File: src/rtl/clk_rst_pkg.sv
// Shared encodings for the CPU clock-enable / reset controller.
// The FSM state values are visible on the debug LED port, so they are fixed here.
package clk_rst_pkg;

    typedef enum logic [1:0] {
        ST_RESET = 2'd0,
        ST_RUN   = 2'd1,
        ST_HALT  = 2'd2,
        ST_STEP  = 2'd3
    } state_t;

    localparam logic [1:0] MODE_RUN  = 2'b00;
    localparam logic [1:0] MODE_HALT = 2'b01;
    localparam logic [1:0] MODE_STEP = 2'b10;

endpackage

File: src/rtl/clk_prescaler.sv
// Free-running prescaler producing a one-cycle tick every 2^(k+1) clki cycles
// and the legacy square-wave cpu_clk, with k taken from a registered div_sel.
module clk_prescaler #(
    parameter int DIV_W = 32,
    parameter int SEL_W = 5
) (
    input  logic             clki,
    input  logic             rst,
    input  logic [SEL_W-1:0] div_sel,
    output logic             tick,
    output logic             cpu_clk
);

    localparam int K_W = (DIV_W > 1) ? $clog2(DIV_W) : 1;

    logic [DIV_W-1:0] cnt;
    logic [DIV_W-1:0] cnt_nxt;
    logic [DIV_W-1:0] lo_mask;
    logic [SEL_W-1:0] sel_q;
    logic [SEL_W-1:0] sel_qq;
    logic [K_W-1:0]   k;
    logic             sel_chg;

    always_comb begin
        if (32'(sel_q) >= DIV_W) begin
            k = K_W'(DIV_W - 1);
        end else begin
            k = K_W'(sel_q);
        end
    end

    // sel_q already carries the new rate while cnt still holds the old phase;
    // that one cycle must not decode a tick, and cnt restarts from zero next.
    assign sel_chg = (sel_q != sel_qq);
    assign lo_mask = (DIV_W'(1) << k) - DIV_W'(1);
    assign tick    = !sel_chg && !cnt[k] && ((cnt & lo_mask) == lo_mask);
    assign cnt_nxt = sel_chg ? '0 : cnt + DIV_W'(1);

    always_ff @(posedge clki) begin
        if (rst) begin
            cnt     <= '0;
            sel_q   <= div_sel;
            sel_qq  <= div_sel;
            cpu_clk <= 1'b0;
        end else begin
            cnt     <= cnt_nxt;
            sel_q   <= div_sel;
            sel_qq  <= sel_q;
            cpu_clk <= cnt_nxt[k];
        end
    end

endmodule

File: src/rtl/clk_rst_ctrl.sv
// CPU clock-enable and reset sequencer: stretched reset, run/halt/single-step
// control on top of clk_prescaler, plus a debug count of delivered enables.
//
// state    | meaning
// ---------+---------------------------------------------------------------
// ST_RESET | cpu_rst high, enables still pulse, hold counts down per tick
// ST_RUN   | cpu_ce on every tick
// ST_HALT  | no enables; waits for run mode or a step edge in step mode
// ST_STEP  | one enable on the next tick, then back to halt
module clk_rst_ctrl
    import clk_rst_pkg::*;
#(
    parameter int DIV_W    = 32,
    parameter int SEL_W    = 5,
    parameter int RST_HOLD = 3,
    parameter int CNT_W    = 32
) (
    input  logic             clki,
    input  logic             rst,
    input  logic [SEL_W-1:0] div_sel,
    input  logic [1:0]       mode,
    input  logic             step_req,
    input  logic             ext_rst_req,
    output logic             cpu_ce,
    output logic             cpu_clk,
    output logic             cpu_rst,
    output logic [1:0]       state,
    output logic [CNT_W-1:0] tick_count
);

    localparam int HOLD_W = (RST_HOLD > 0) ? $clog2(RST_HOLD + 1) : 1;
    localparam logic [HOLD_W-1:0] HOLD_INIT = HOLD_W'(RST_HOLD);

    state_t            state_q;
    logic [HOLD_W-1:0] hold;
    logic              step_prev;
    logic              step_edge;
    logic              tick;

    clk_prescaler #(
        .DIV_W (DIV_W),
        .SEL_W (SEL_W)
    ) u_prescaler (
        .clki    (clki),
        .rst     (rst),
        .div_sel (div_sel),
        .tick    (tick),
        .cpu_clk (cpu_clk)
    );

    assign step_edge = step_req & ~step_prev;
    assign state     = state_q;

    always_ff @(posedge clki) begin
        if (rst) begin
            state_q    <= ST_RESET;
            hold       <= HOLD_INIT;
            cpu_rst    <= 1'b1;
            cpu_ce     <= 1'b0;
            tick_count <= '0;
            step_prev  <= 1'b0;
        end else begin
            step_prev <= step_req;
            cpu_ce    <= 1'b0;
            if (cpu_ce && !cpu_rst) begin
                tick_count <= tick_count + CNT_W'(1);
            end

            if (ext_rst_req) begin
                state_q    <= ST_RESET;
                hold       <= HOLD_INIT;
                cpu_rst    <= 1'b1;
                tick_count <= '0;
            end else begin
                case (state_q)
                    ST_RESET: begin
                        // hold hits zero the cycle the last reset enable is
                        // out, so that enable still sees cpu_rst high.
                        if (hold == '0) begin
                            state_q <= (mode == MODE_RUN) ? ST_RUN : ST_HALT;
                            cpu_rst <= 1'b0;
                        end else begin
                            cpu_ce <= tick;
                            if (tick) begin
                                hold <= hold - HOLD_W'(1);
                            end
                        end
                    end
                    ST_RUN: begin
                        if (mode != MODE_RUN) begin
                            state_q <= ST_HALT;
                        end else begin
                            cpu_ce <= tick;
                        end
                    end
                    ST_HALT: begin
                        if (mode == MODE_RUN) begin
                            state_q <= ST_RUN;
                        end else if (step_edge && (mode == MODE_STEP)) begin
                            state_q <= ST_STEP;
                        end
                    end
                    ST_STEP: begin
                        if (mode != MODE_STEP) begin
                            state_q <= ST_HALT;
                        end else if (tick) begin
                            cpu_ce  <= 1'b1;
                            state_q <= ST_HALT;
                        end
                    end
                    default: state_q <= ST_RESET;
                endcase
            end
        end
    end

endmodule
File: config.mk
export PLATFORM = sky130hd
export DESIGN_NAME = clk_rst_ctrl
export DESIGN_NICKNAME = d
export VERILOG_FILES = /design/src/rtl/clk_rst_pkg.sv /design/src/rtl/clk_prescaler.sv /design/src/rtl/clk_rst_ctrl.sv
export SDC_FILE = /design/constraint.sdc
export NUM_CORES = 1
export LEC_CHECK = 0
export ABC_AREA = 0
export BUFFER_PORTS_ARGS = -buffer_cell sky130_fd_sc_hd__buf_2
export CELL_PAD_IN_SITES_DETAIL_PLACEMENT = 0
export CELL_PAD_IN_SITES_GLOBAL_PLACEMENT = 1
export CORE_MARGIN = 10
export CORE_UTILIZATION = 44
export DETAILED_ROUTE_END_ITERATION = 8
export PLACE_DENSITY_LB_ADDON = 0.1
export RECOVER_POWER = 100
export REMOVE_ABC_BUFFERS = 1
export SYNTH_ARGS = -nofsm -noshare
export SYNTH_HDL_FRONTEND = slang
export SYNTH_SLANG_ARGS = --single-unit
File: constraint.sdc
create_clock -name clki -period 4 [get_ports clki]
set_input_delay 0.6 -clock clki [delete_from_list [all_inputs] [get_ports clki]]
set_output_delay 0.6 -clock clki [all_outputs]
set_load 0.01 [all_outputs]
==> results summary <==
The launch instance of the worst register-to-register path is u_prescaler.k[3]$_DFF_P_. The die covers between 0.015 and 0.02 mm2. The net switching share of the total power is 0.239.

The total CTS buffers came out at 9. The min-delay analysis places its worst path in the category in2reg. The number of resized instances in the post-cts repair step is 0. The async set or reset register ratio after synthesis came out at 0. The sequential power share came out at 0.425. The highest fanout seen on the critical path is 12. Setup repair after global routing left no endpoint under its margin. The tightest hold path in the finished design has a slack of 0.364 ns. The number of H-tree branching levels came out at 3.

Measured along the y axis, the die boundary spans roughly 130 um. The tree is rooted in a sky130_fd_sc_hd__clkbuf_16. The largest clock skew in the final design came out at roughly 0.0086 ns. The maximum number of pins on one net before global-route repair came out at 43. The clock-pin slew on the worst setup and hold paths is roughly 0.070 ns. The number of global-route vias before repair came out at 4749. The initial antenna violation count was 0. The total of hold buffers inserted after clock tree synthesis came out at 0. The maximum root-to-sink buffer count came out at 2. The normalized max-slew margin is -0.321.

The mapped cell area came out at 0.00502 mm2. Along the worst hold path, the cell count comes to 1. The number of pins exceeding their max-slew limit in the final report came out at 36. The share of the cycle needed by the critical path after routing is 0.878. The reported max-cap violation count is 1. The setup violation total in the final timing report is 0. The post-CTS setup buffer count is 0.

TritonCTS built the clock tree. The critical path data required time came out at 4.15 ns. The clock share of power is 0.499. The total leakage power came out at 1.85 nW. The detailed-route wire length came out at 15500 um.

The number of synthesized flops with an enable pin came out at 0. After synthesis, the cell types taking the most area are sky130_fd_sc_hd__dfxtp_1, sky130_fd_sc_hd__nor2_1, sky130_fd_sc_hd__xor2_1, sky130_fd_sc_hd__xnor2_1, sky130_fd_sc_hd__nand2_1. The later pin in the worst-skew pair is clocked with a latency of between 0.3 and 0.4 ns. The flop-to-flop setup slack came out at 0.49 ns. The global-route total usage across every layer is 0.192.

The mean number of vias per cell is approximately 6. The endpoint with the worst hold slack is u_prescaler.k[4]$_DFF_P_. The instance area after placement came out at 0.00532 mm2. The portion of the post-synthesis area used by sequential elements is 0.327.

The synthesized instance count came out at roughly 640. In the post-synthesis netlist, the cell with the most instances is sky130_fd_sc_hd__nor2_1. The number of hold violations in the final report is 0. The number of cells on the worst reg-to-reg path came out at 12. The total via count after detailed routing is between 4000 and 5000. The endpoint identified for the worst register-to-register timing path is state[0]$_SDFFE_PP0P_. Setup total negative slack on the finished layout was measured at 0 ns. STA classifies the critical path endpoint as a register. The proportion of power drawn by combinational gates is 0.077. The cell row count came out at 38. The first global-routing pass estimated roughly 25000 um of wire. The number of antenna cells inserted came out at 0. For this run, the leading register cell type out of synthesis is sky130_fd_sc_hd__dfxtp_1. For the pin with the worst max-slew slack, the measured transition is slightly below 2 ns.

The routability congestion estimate is about 0.93. The number of top-level design ports came out at 48. The number of remaining DRC errors came out at 0. After synthesis, the most frequently instantiated cells are sky130_fd_sc_hd__nor2_1, sky130_fd_sc_hd__dfxtp_1, sky130_fd_sc_hd__nand2_1. The internal portion of the total power is approximately 0.0015 W. The first detailed-routing pass took 5 iterations. The clock period minus worst slack is 3.51 ns.

The number of buffers added on ports is 47. The critical path is of the reg2reg type. Summed over all nets, the switching power comes to 0.000467 W. The synthesized area per cell is about 7.8 um2. The post-layout total power is around 0.002 W. The post-detailed-route wirelength per cell is 19.1 um. The number of synthesis warnings came out at 0.

The final layout net count came out at roughly 680. The total area inside the core boundary comes to 0.0110 mm2. The flow ran to the end, but the final reports show violations. The peak supply drop came out at ~0.00025 V. The area fraction of the dominant cell type after synthesis came out at 0.327. The remaining antenna violation count is 0. The worst setup path is launched from a register.

The number of clock sinks came out at about 80. Compared with the post-synthesis result, the final layout area differs by 11.5%. The maximum clock frequency is around 0.28 GHz. Detailed placement finished with a half-perimeter wire length of around 11000 um. The number of synthesized register bits came out at between 80 and 90. The fill cell instance count of the final layout is between 1000 and 1500.

The endpoint arrival time on the critical path came out at ~3.7 ns. sky130_fd_sc_hd__dfxtp_1 takes more of the synthesized area than any other cell. The share of final-layout standard cells stronger than drive strength 1 is 0.0822. The final instance area came out at roughly 0.0056 mm2.

The remaining global-route overflow came out at 0. The die is 127 um wide. The checks that failed: capacitance limit, slew limit. For this configuration, the core starts out at a cell density of 0.457. The startpoint identified for the worst hold timing path is div_sel[4].

The iteration-0 DRC count of the detailed router is approximately 340. Synthesis instantiated 71 different standard cells from the library. The total power per unit cell area came out at 349 mW/mm2.
-- layout make-up --
class | instances | area [um2] | share of cell area
Clock buffer | 9 | 225 | 0.0402
Clock inverter | 7 | 116 | 0.0208
Inverter | 18 | 67.6 | 0.0121
Multi-Input combinational cell | 495 | 3110 | 0.556
Sequential cell | 82 | 1640 | 0.293
Tap cell | 140 | 175 | 0.0313
Timing Repair Buffer | 58 | 263 | 0.0469
-- kinds of logic (layout without fill, tap and decap cells) --
kind of cell,after synthesis,count (layout),synth area share
and+or+nand+nor,299,299,0.303
AOI/OAI and AO/OA,116,116,0.151
adders and majority gates,4,4,0.00997
buffers and inverters,64,92,0.0531
muxes,18,18,0.0541
DFF,82,82,0.327
xor gates and xnor gates,58,58,0.103
-- per-layer routing --
metal,track usage,part of all wire
met1,0.238,0.44
met2,0.307,0.46
met3,0.0454,0.064
met4,0.0864,0.035
met5,0,0
-- critical path, stage by stage (launching register included) --
cell and delay (ns):
sky130_fd_sc_hd__dfxtp_1 0.33, sky130_fd_sc_hd__buf_4 0.18, sky130_fd_sc_hd__nor2_1 0.28, sky130_fd_sc_hd__nand2_1 0.10
sky130_fd_sc_hd__ha_1 0.33, sky130_fd_sc_hd__buf_4 0.23, sky130_fd_sc_hd__inv_1 0.22, sky130_fd_sc_hd__o32ai_1 0.12
sky130_fd_sc_hd__a221o_1 0.30, sky130_fd_sc_hd__a2111oi_0 0.64, sky130_fd_sc_hd__nand4_1 0.24, sky130_fd_sc_hd__a41oi_1 0.28
sky130_fd_sc_hd__nor3_1 0.06
-- worst max path at each step --
stage | start | endpoint | slack (ns)
after floorplan | u_prescaler.k[1]$_DFF_P_ | hold[1]$_SDFFE_PP1P_ | 0.42
after global placement | u_prescaler.k[3]$_DFF_P_ | hold[1]$_SDFFE_PP1P_ | 0.83
after detailed placement | u_prescaler.k[3]$_DFF_P_ | hold[1]$_SDFFE_PP1P_ | 0.72
after CTS | u_prescaler.k[3]$_DFF_P_ | hold[1]$_SDFFE_PP1P_ | 0.71
after global routing | u_prescaler.k[3]$_DFF_P_ | state[0]$_SDFFE_PP0P_ | 0.25
final | u_prescaler.k[3]$_DFF_P_ | state[0]$_SDFFE_PP0P_ | 0.49
-- flip-flops by register name (all words and copies together) (netlist names) --
register and count:
u_prescaler.cnt 32, cpu_rst 1, tick_count 32, hold 2, state 2, u_prescaler.k 5, u_prescaler.cpu_clk 1, u_prescaler.sel_qq 5
step_prev 1, cpu_ce 1
-- power groups by stage --
stage | combinational (W) | sequential, W | clock (W)
finish | 0.000150 | 0.000830 | 0.000973
global route | 0.000164 | 0.000830 | 0.00103
CTS | 0.000149 | 0.000829 | 0.000997
detailed placement | 0.000149 | 0.000848 | 0
global placement | 0.000152 | 0.000847 | 0
floorplan | 0.0000778 | 0.000864 | 0
-- stage by stage --
step	instances	worst slack (ns)	utilization
finish	809	0.489	0.510
global placement	793	0.827	0.484
detailed placement	793	0.721	0.484
CTS	809	0.710	0.515
global route	809	0.253	0.510
floorplan	595	0.424	-
-- layout by cell type (no fill, tap or decap), types with 8 or more instances in the layout --
cell                        count
sky130_fd_sc_hd__mux2i_1        8
sky130_fd_sc_hd__nor2b_1       16
sky130_fd_sc_hd__or3_1         18
sky130_fd_sc_hd__nand3_1       23
sky130_fd_sc_hd__inv_1         14
sky130_fd_sc_hd__nor3_1        22
sky130_fd_sc_hd__xnor2_1       28
sky130_fd_sc_hd__clkbuf_16      9
sky130_fd_sc_hd__clkbuf_1      42
sky130_fd_sc_hd__a21oi_1       28
sky130_fd_sc_hd__buf_4         10
sky130_fd_sc_hd__nand2_1       65
sky130_fd_sc_hd__nand4_1       15
sky130_fd_sc_hd__xor2_1        29
sky130_fd_sc_hd__o21ai_0       29
sky130_fd_sc_hd__dfxtp_1       82
sky130_fd_sc_hd__nor2_1        83
sky130_fd_sc_hd__and3_1        10
No activity file was read; power rests on OpenSTA's default activity.
